## config.mk

```make
export PLATFORM = sky130hd
export DESIGN_NAME = sensor_sample_buffer
export DESIGN_NICKNAME = d
export VERILOG_FILES = /design/src/rtl/sensor_sample_buffer.sv
export SDC_FILE = /design/constraint.sdc
export NUM_CORES = 2
export LEC_CHECK = 0
export CORE_MARGIN = 1.5
export CORE_UTILIZATION = 40
export CTS_CLUSTER_SIZE = 40
export DETAILED_ROUTE_END_ITERATION = 8
export DONT_BUFFER_PORTS = 1
export SYNTH_ARGS = -nofsm -noshare
export SYNTH_HDL_FRONTEND = slang
export SYNTH_SLANG_ARGS = --single-unit
```

## constraint.sdc

```tcl
create_clock -name clk -period 8.9 [get_ports clk]
set_input_delay 0.445 -clock clk [delete_from_list [all_inputs] [get_ports clk]]
set_output_delay 0.445 -clock clk [all_outputs]
set_load 0.005 [all_outputs]
```

## src/rtl/sensor_sample_buffer.sv

```systemverilog
// sensor_sample_buffer
//   Captures sensor words into a local buffer while sampling is enabled, raises an
//   interrupt once the buffer is full, and serves registered random-access reads.
//
//   Optional feature: define SCTRL_DROP_CNT_EN to add a saturating 16-bit counter of
//   samples that arrive while the buffer is full (driven on sctrl_drop_o).
//
// Ports
//   clk            system clock
//   rst            synchronous active-high reset
//   sctrl_en_i     sampling enable
//   sctrl_clear_i  clear pulse: empties buffer, drops interrupt
//   sctrl_addr_i   read index
//   sctrl_out_o    registered read data (1-cycle latency)
//   sctrl_count_o  words currently held, 0..DEPTH
//   sctrl_int_o    buffer-full interrupt
//   sensor_ready_i sensor word valid this cycle
//   sensor_out_i   sensor data
//   sensor_en_o    request sensor to produce samples
//   sctrl_drop_o   dropped-sample count (SCTRL_DROP_CNT_EN only)
module sensor_sample_buffer #(
   parameter int unsigned DEPTH  = 64,
   parameter int unsigned ADDR_W = 6
) (
   input  logic              clk,
   input  logic              rst,
   input  logic              sctrl_en_i,
   input  logic              sctrl_clear_i,
   input  logic [ADDR_W-1:0] sctrl_addr_i,
   output logic [31:0]       sctrl_out_o,
   output logic [ADDR_W:0]   sctrl_count_o,
   output logic              sctrl_int_o,
   input  logic              sensor_ready_i,
   input  logic [31:0]       sensor_out_i,
`ifdef SCTRL_DROP_CNT_EN
   output logic [15:0]       sctrl_drop_o,
`endif
   output logic              sensor_en_o
);

   typedef enum logic [1:0] {StIdle, StSample, StFull} state_e;

   // Count value just before the filling write.
   localparam logic [ADDR_W:0]   CountLast = (ADDR_W+1)'(DEPTH - 1);
   localparam logic [ADDR_W:0]   CountOne  = (ADDR_W+1)'(1);
   localparam logic [ADDR_W-1:0] WptrOne   = ADDR_W'(1);

   state_e            state_q, state_d;
   logic [ADDR_W-1:0] wptr_q, wptr_d;
   logic [ADDR_W:0]   count_q, count_d;
   logic [31:0]       rdata_q;
   logic              wr_en;

   logic [31:0] mem_q [DEPTH];

   always_comb begin
      state_d = state_q;
      wptr_d  = wptr_q;
      count_d = count_q;
      wr_en   = 1'b0;
      if (sctrl_clear_i) begin
         // Clear wins over a concurrent sample, which is discarded.
         state_d = StIdle;
         wptr_d  = '0;
         count_d = '0;
      end else begin
         unique case (state_q)
            StIdle: begin
               if (sctrl_en_i) state_d = StSample;
            end
            StSample: begin
               if (!sctrl_en_i) state_d = StIdle;
               // A sample arriving as enable falls is still captured.
               if (sensor_ready_i) begin
                  wr_en   = 1'b1;
                  wptr_d  = wptr_q + WptrOne;  // wraps to 0 on the filling write
                  count_d = count_q + CountOne;
                  if (count_q == CountLast) state_d = StFull;
               end
            end
            StFull: begin
               // Held until clear; enable is ignored.
            end
            default: state_d = StIdle;
         endcase
      end
   end

   always_ff @(posedge clk) begin
      if (rst) begin
         state_q <= StIdle;
         wptr_q  <= '0;
         count_q <= '0;
         rdata_q <= '0;
      end else begin
         state_q <= state_d;
         wptr_q  <= wptr_d;
         count_q <= count_d;
         rdata_q <= mem_q[sctrl_addr_i];  // read-before-write on index collision
      end
   end

   // Buffer storage is deliberately not reset.
   always_ff @(posedge clk) begin
      if (wr_en && !rst) begin
         mem_q[wptr_q] <= sensor_out_i;
      end
   end

`ifdef SCTRL_DROP_CNT_EN
   logic [15:0] drop_q, drop_d;

   always_comb begin
      drop_d = drop_q;
      if (sctrl_clear_i) begin
         drop_d = '0;
      end else if (state_q == StFull && sensor_ready_i && drop_q != 16'hFFFF) begin
         drop_d = drop_q + 16'd1;
      end
   end

   always_ff @(posedge clk) begin
      if (rst) begin
         drop_q <= '0;
      end else begin
         drop_q <= drop_d;
      end
   end

   assign sctrl_drop_o = drop_q;
`endif

   assign sctrl_out_o   = rdata_q;
   assign sctrl_count_o = count_q;
   assign sctrl_int_o   = (state_q == StFull);
   assign sensor_en_o   = (state_q == StSample);

endmodule

```

# == Word level (Yosys, flattened, before mapping) ==
# Memories as Yosys holds them, arrays and structs flattened. A register that Yosys moved wholly into a read port is not among the register bits.
# Index checks and enable logic that the tools add are counted.
# word_totals
in_bits,43
latchBits,0
out_inout_bits,41
mem_count,1
rom_bits,0
wordCells,27
ram_bits,2048
reg_bits,15
# memory_table
name,depth,width,read_ports,rd_ports_with_merged_regs,wr,line_no,text
mem_q,64,32,1,1,1,54,logic [31:0] mem_q [DEPTH];
# classes
bitwise,1
n_mux,10
reduce_logical,6
eq_ne,4
div_mod_pow,0
n_addsub,2
n_shift,0
n_mul,0
n_lt_le_gt_ge,0
# ops
op,count
$mux W2,4
$add A7 B1 Y7 const B,1
$eq A7 B6 Y1 const B,1
$add A6 B1 Y6 const B,1
$pmux W2 S3,1
$mux W1,5
$reduce_and A2 Y1,2
$eq A2 B1 Y1 const B,1
$eq A2 B2 Y1 const B,1
$logic_not A2 Y1,1
$ne A2 B2 Y1 const B,1
$reduce_or A2 Y1,1
$logic_and A1 B1 Y1,1
$logic_not A1 Y1,1
$not A1 Y1,1

# == Longest topological paths before layout ==
# logic_depth
word_depth,6
mapped_depth,10
depth_no_buf,6

# == Worst setup path before layout ==
# No wires, ideal clock.
# synth_path
kind,register -> register
start,register wptr_q[3]
end,memory mem_q[11][0] (enable)
period_less_slack_ps,3152
path_stages_with_launch,5
t_arrival_ps,2731
path_slack_ps,5748
path_buffers,1
setup_time_ps,421
t_required_ps,8479
path_cell_list,dfxtp_1 -> clkbuf_1 -> or3b_2 -> or2_2 -> nor2_1
# synth_rtl
element,line_no,text
from (decl),49,"logic [ADDR_W-1:0] wptr_q, wptr_d;"
from (signal assigned),97,wptr_q <= wptr_d;
to (decl),54,
# No word-level cell before the write port.

==> reports/qor.yml <==
outcome:
  status: "complete, no violations"
yosys:
  yosysMostFrequentCell: "edfxtp_1"
  synth_area_leader_cell: "edfxtp_1"
  synthAdderAreaFrac_pct: 0.0313
  synthTopCellsByArea: "edfxtp_1 77%, mux4_2 16%, mux2i_1 1.3%"
  async_flop_share_pct: 0
  synth_cell_type_count: 59
  synth_compound_area_share_pct: 1.31
  synth_common_cells: "2048 x edfxtp_1, 557 x mux4_2, 140 x nand2_1, 102 x mux2i_1, 102 x nor2_1"
  synthMuxAreaShare_pct: 17.3
  ys_seq_elements: 2095
  synth_top_area_share_pct: 76.9
  synth-simple-area-share_pct: 1.87
  synth_nets: 3501
  synth_top_family_by_area: "multiplexers"
  ys_seq_area_share_pct: 78.1
  synth_ff_type: "edfxtp_1"
  syn_avg_cell_area_um2: 23.1
  ys.warnings.count: 0
  synthesis.area_um2: 80000
  synth_edf_count: 2048
  synth_xor_area_share_pct: 0.0986
  synthCells: 3456
global_route:
  track_usage_pct: 20.6
  grt_pass1_wl_um: 293000
  grt_pass1_vias: 37100
  grt_overflow: 0
  antenna_found_initial: 11
  grt_max_degree: 522
placement:
  portBuffers: 0
  gp_congestion: 0.821
  place_hpwl_um: 107000
pwr:
  p_total_uw: 20200
  leakage_uw: 0.0280
  p_per_area_nw_per_um2: 222
  peakVddDrop_mv: 0.210
critical_path:
  crit_required_ns: 9.56
  reg2reg_slack_ns: 5.50
  r2r_cells: 5
  slowest_delay_ns: 0.71
  cp_top_family: "buffers and inverters"
  path_depth: 7
  crit_type: "in -> reg"
  cp-startpoint: "sctrl_addr_i[0]"
  cp-start-kind: "input port"
  crit_buf_inv: 2
  reg2reg_from: "state_q[1]$_SDFFE_PP0P_"
  cp-end-kind: "register"
  cp_max_fo: 135
  cp_data_arrival_time_ns: 4.22
  crit_chain: "buf_16 -> buf_16 -> mux4_2 -> mux2i_1 -> nor2_1 -> nor3_1 -> a21oi_1"
  cp-endpoint: "sctrl_out_o[23]$_SDFF_PP0_"
  cp_common_cell: "buf_16"
  r2r_end: "mem_q[7][29]$_DFFE_PP_"
  crit_slowest_cell: "buf_16"
timing:
  fin_skew_ns: 0.0437
  finalSetupTns_ns: 0
  setup_violations: 0
  min_period_ns: 3.56
  rsz0062_at_grt: "false"
  tightest_slew_ns: 1.28
  drv_slew: 0
  final_hold_viol_count: 0
  slew_headroom_pct: 14.5
  fin_crit_sh_pct: 40.0
  fmax_ghz: 0.281
clocking:
  clock-sinks: 2095
  clk_pin_slew_ns: 0.06
  cts_buffers: 204
  h-tree-depth: 4
  clock_path_buffers: 3
  cts_tree: "done"
  clk_latency_ns: 0.85
  ctsResizeCount: 0
  cts-root-buf: "clkbuf_16"
hold_path:
  worstHoldPathType: "in -> reg"
floorplan:
  row_count: 163
  die_h_um: 450
  core_um2: 198000
  die_w_um: 450
  die_area_um2: 203000
  io_pins: 84
  start_util_pct: 40.4
finish:
  syn_to_final_growth_pct: 13.9
  drive_gt1_share_pct: 27.5
  postLayoutCoreUtil_pct: 46.0
  num-nets-final: 3665
drt:
  drcViolationCount: 0
  drtIter0Drc: 4648
  drtPass1Iterations: 5
  post_drt_wl_per_cell_um: 32.7
  wl_um: 210000
  viasPerCell: 5.82
  antenna_left: 0
  vias: 37500
job:
  max_cap_viol_count: 0
worst min path at each step:
stage                            startpoint                    endpoint  cells past startpoint
floorplan           state_q[1]$_SDFFE_PP0P_     state_q[0]$_SDFFE_PP0P_                      1
global placement    state_q[1]$_SDFFE_PP0P_     state_q[0]$_SDFFE_PP0P_                      1
detailed placement  state_q[1]$_SDFFE_PP0P_     state_q[0]$_SDFFE_PP0P_                      1
CTS                         sctrl_addr_i[3]  sctrl_out_o[17]$_SDFF_PP0_                      2
global route               sensor_out_i[30]     mem_q[21][30]$_DFFE_PP_                      1
finish                     sensor_out_i[30]     mem_q[21][30]$_DFFE_PP_                      1
layout by cell type, fill, tap and decap left out, drive strengths merged, types with 8 or more instances in the layout:
cell type	netlist	layout
a211oi	9	9
a21oi	26	26
a22oi	17	17
a31oi	11	11
a32oi	14	14
buf	119	100
bufinv	0	16
clkbuf	62	272
clkinv	1	79
dfxtp	47	47
dlygate4sd3	0	39
edfxtp	2048	2048
inv	1	10
mux2	22	22
mux2i	102	102
mux4	557	557
nand2	140	140
nand2b	14	14
nand3	21	21
nor2	102	102
nor2b	15	15
nor3	8	8
o211ai	13	13
o21ai	16	16
or2	10	10
xor2	8	8
cell type report:
| class | instances | area [um2] |
|---|---|---|
| repair buffers | 139 | 1870 |
| clock buffers | 272 | 5490 |
| flip-flops and latches | 2095 | 62400 |
| multi-input cells | 1178 | 17000 |
| well taps | 2640 | 3300 |
| clock inverters | 106 | 1020 |
| diodes | 3 | 7.51 |
| fillers | 16200 | 107000 |
| inverters | 2 | 10.0 |
worst reg2reg max path, cell delays in order (launching register included):
cell and delay, ns:
dfxtp_1 0.34, nand3b_1 0.17, buf_4 0.19, nor2_1 0.28, nand3_1 0.77, nor2_4 1.24
registers in the layout, summed over array words and instances, names as in the netlist:
register and count:
sctrl_out_o 32, wptr_q 6, sctrl_count_o 7, mem_q 2048
state_q 2
report_power, final:
part	leakage [uW]	total [uW]	internal, uW	switching [uW]
sequential	0.0188	10900	10800	33.2
clock	0.00318	8480	4800	3680
combinational	0.00606	830	361	469
timing repair:
| item | 4_1_cts | 5_1_grt |
|---|---|---|
| hold buffers | 72 | 0 |
| hold endpoints to repair | 2066 | 0 |
| buffers inserted | 0 | 0 |
through the flow:
stage | area, um2 | hold slack (ns) | setup slack [ns] | instances
floorplan | 80000 | 0.452 | 5.75 | 3456
global placement | 83200 | 0.470 | 5.42 | 5978
detailed placement | 83200 | 0.481 | 5.39 | 5978
CTS | 91000 | 0.00425 | 5.54 | 6428
global route | 91100 | 0.0106 | 5.05 | 6432
finish | 91100 | 0.0393 | 5.34 | 6435
metal layers:
| metal | wire length (um) | vias to the layer above | GRT usage, % |
|---|---|---|---|
| li1 | - | 15000 | - |
| met1 | 87300 | 20500 | 29.7 |
| met2 | 98000 | 1689 | 31.4 |
| met5 | 27 | - | 0 |
| met3 | 19700 | 266 | 4.98 |
| met4 | 5480 | 4 | 5.70 |
cell families (layout without fill, tap and decap cells):
family	Yosys count	after routing
xor+xnor	9	9
buf+inv	183	519
other cells	0	3
compound gates	148	148
simple gates	338	338
flops	2095	2095
fa+ha+maj	2	2
mux	681	681
Note: power is estimated with default switching activity, not from simulation.
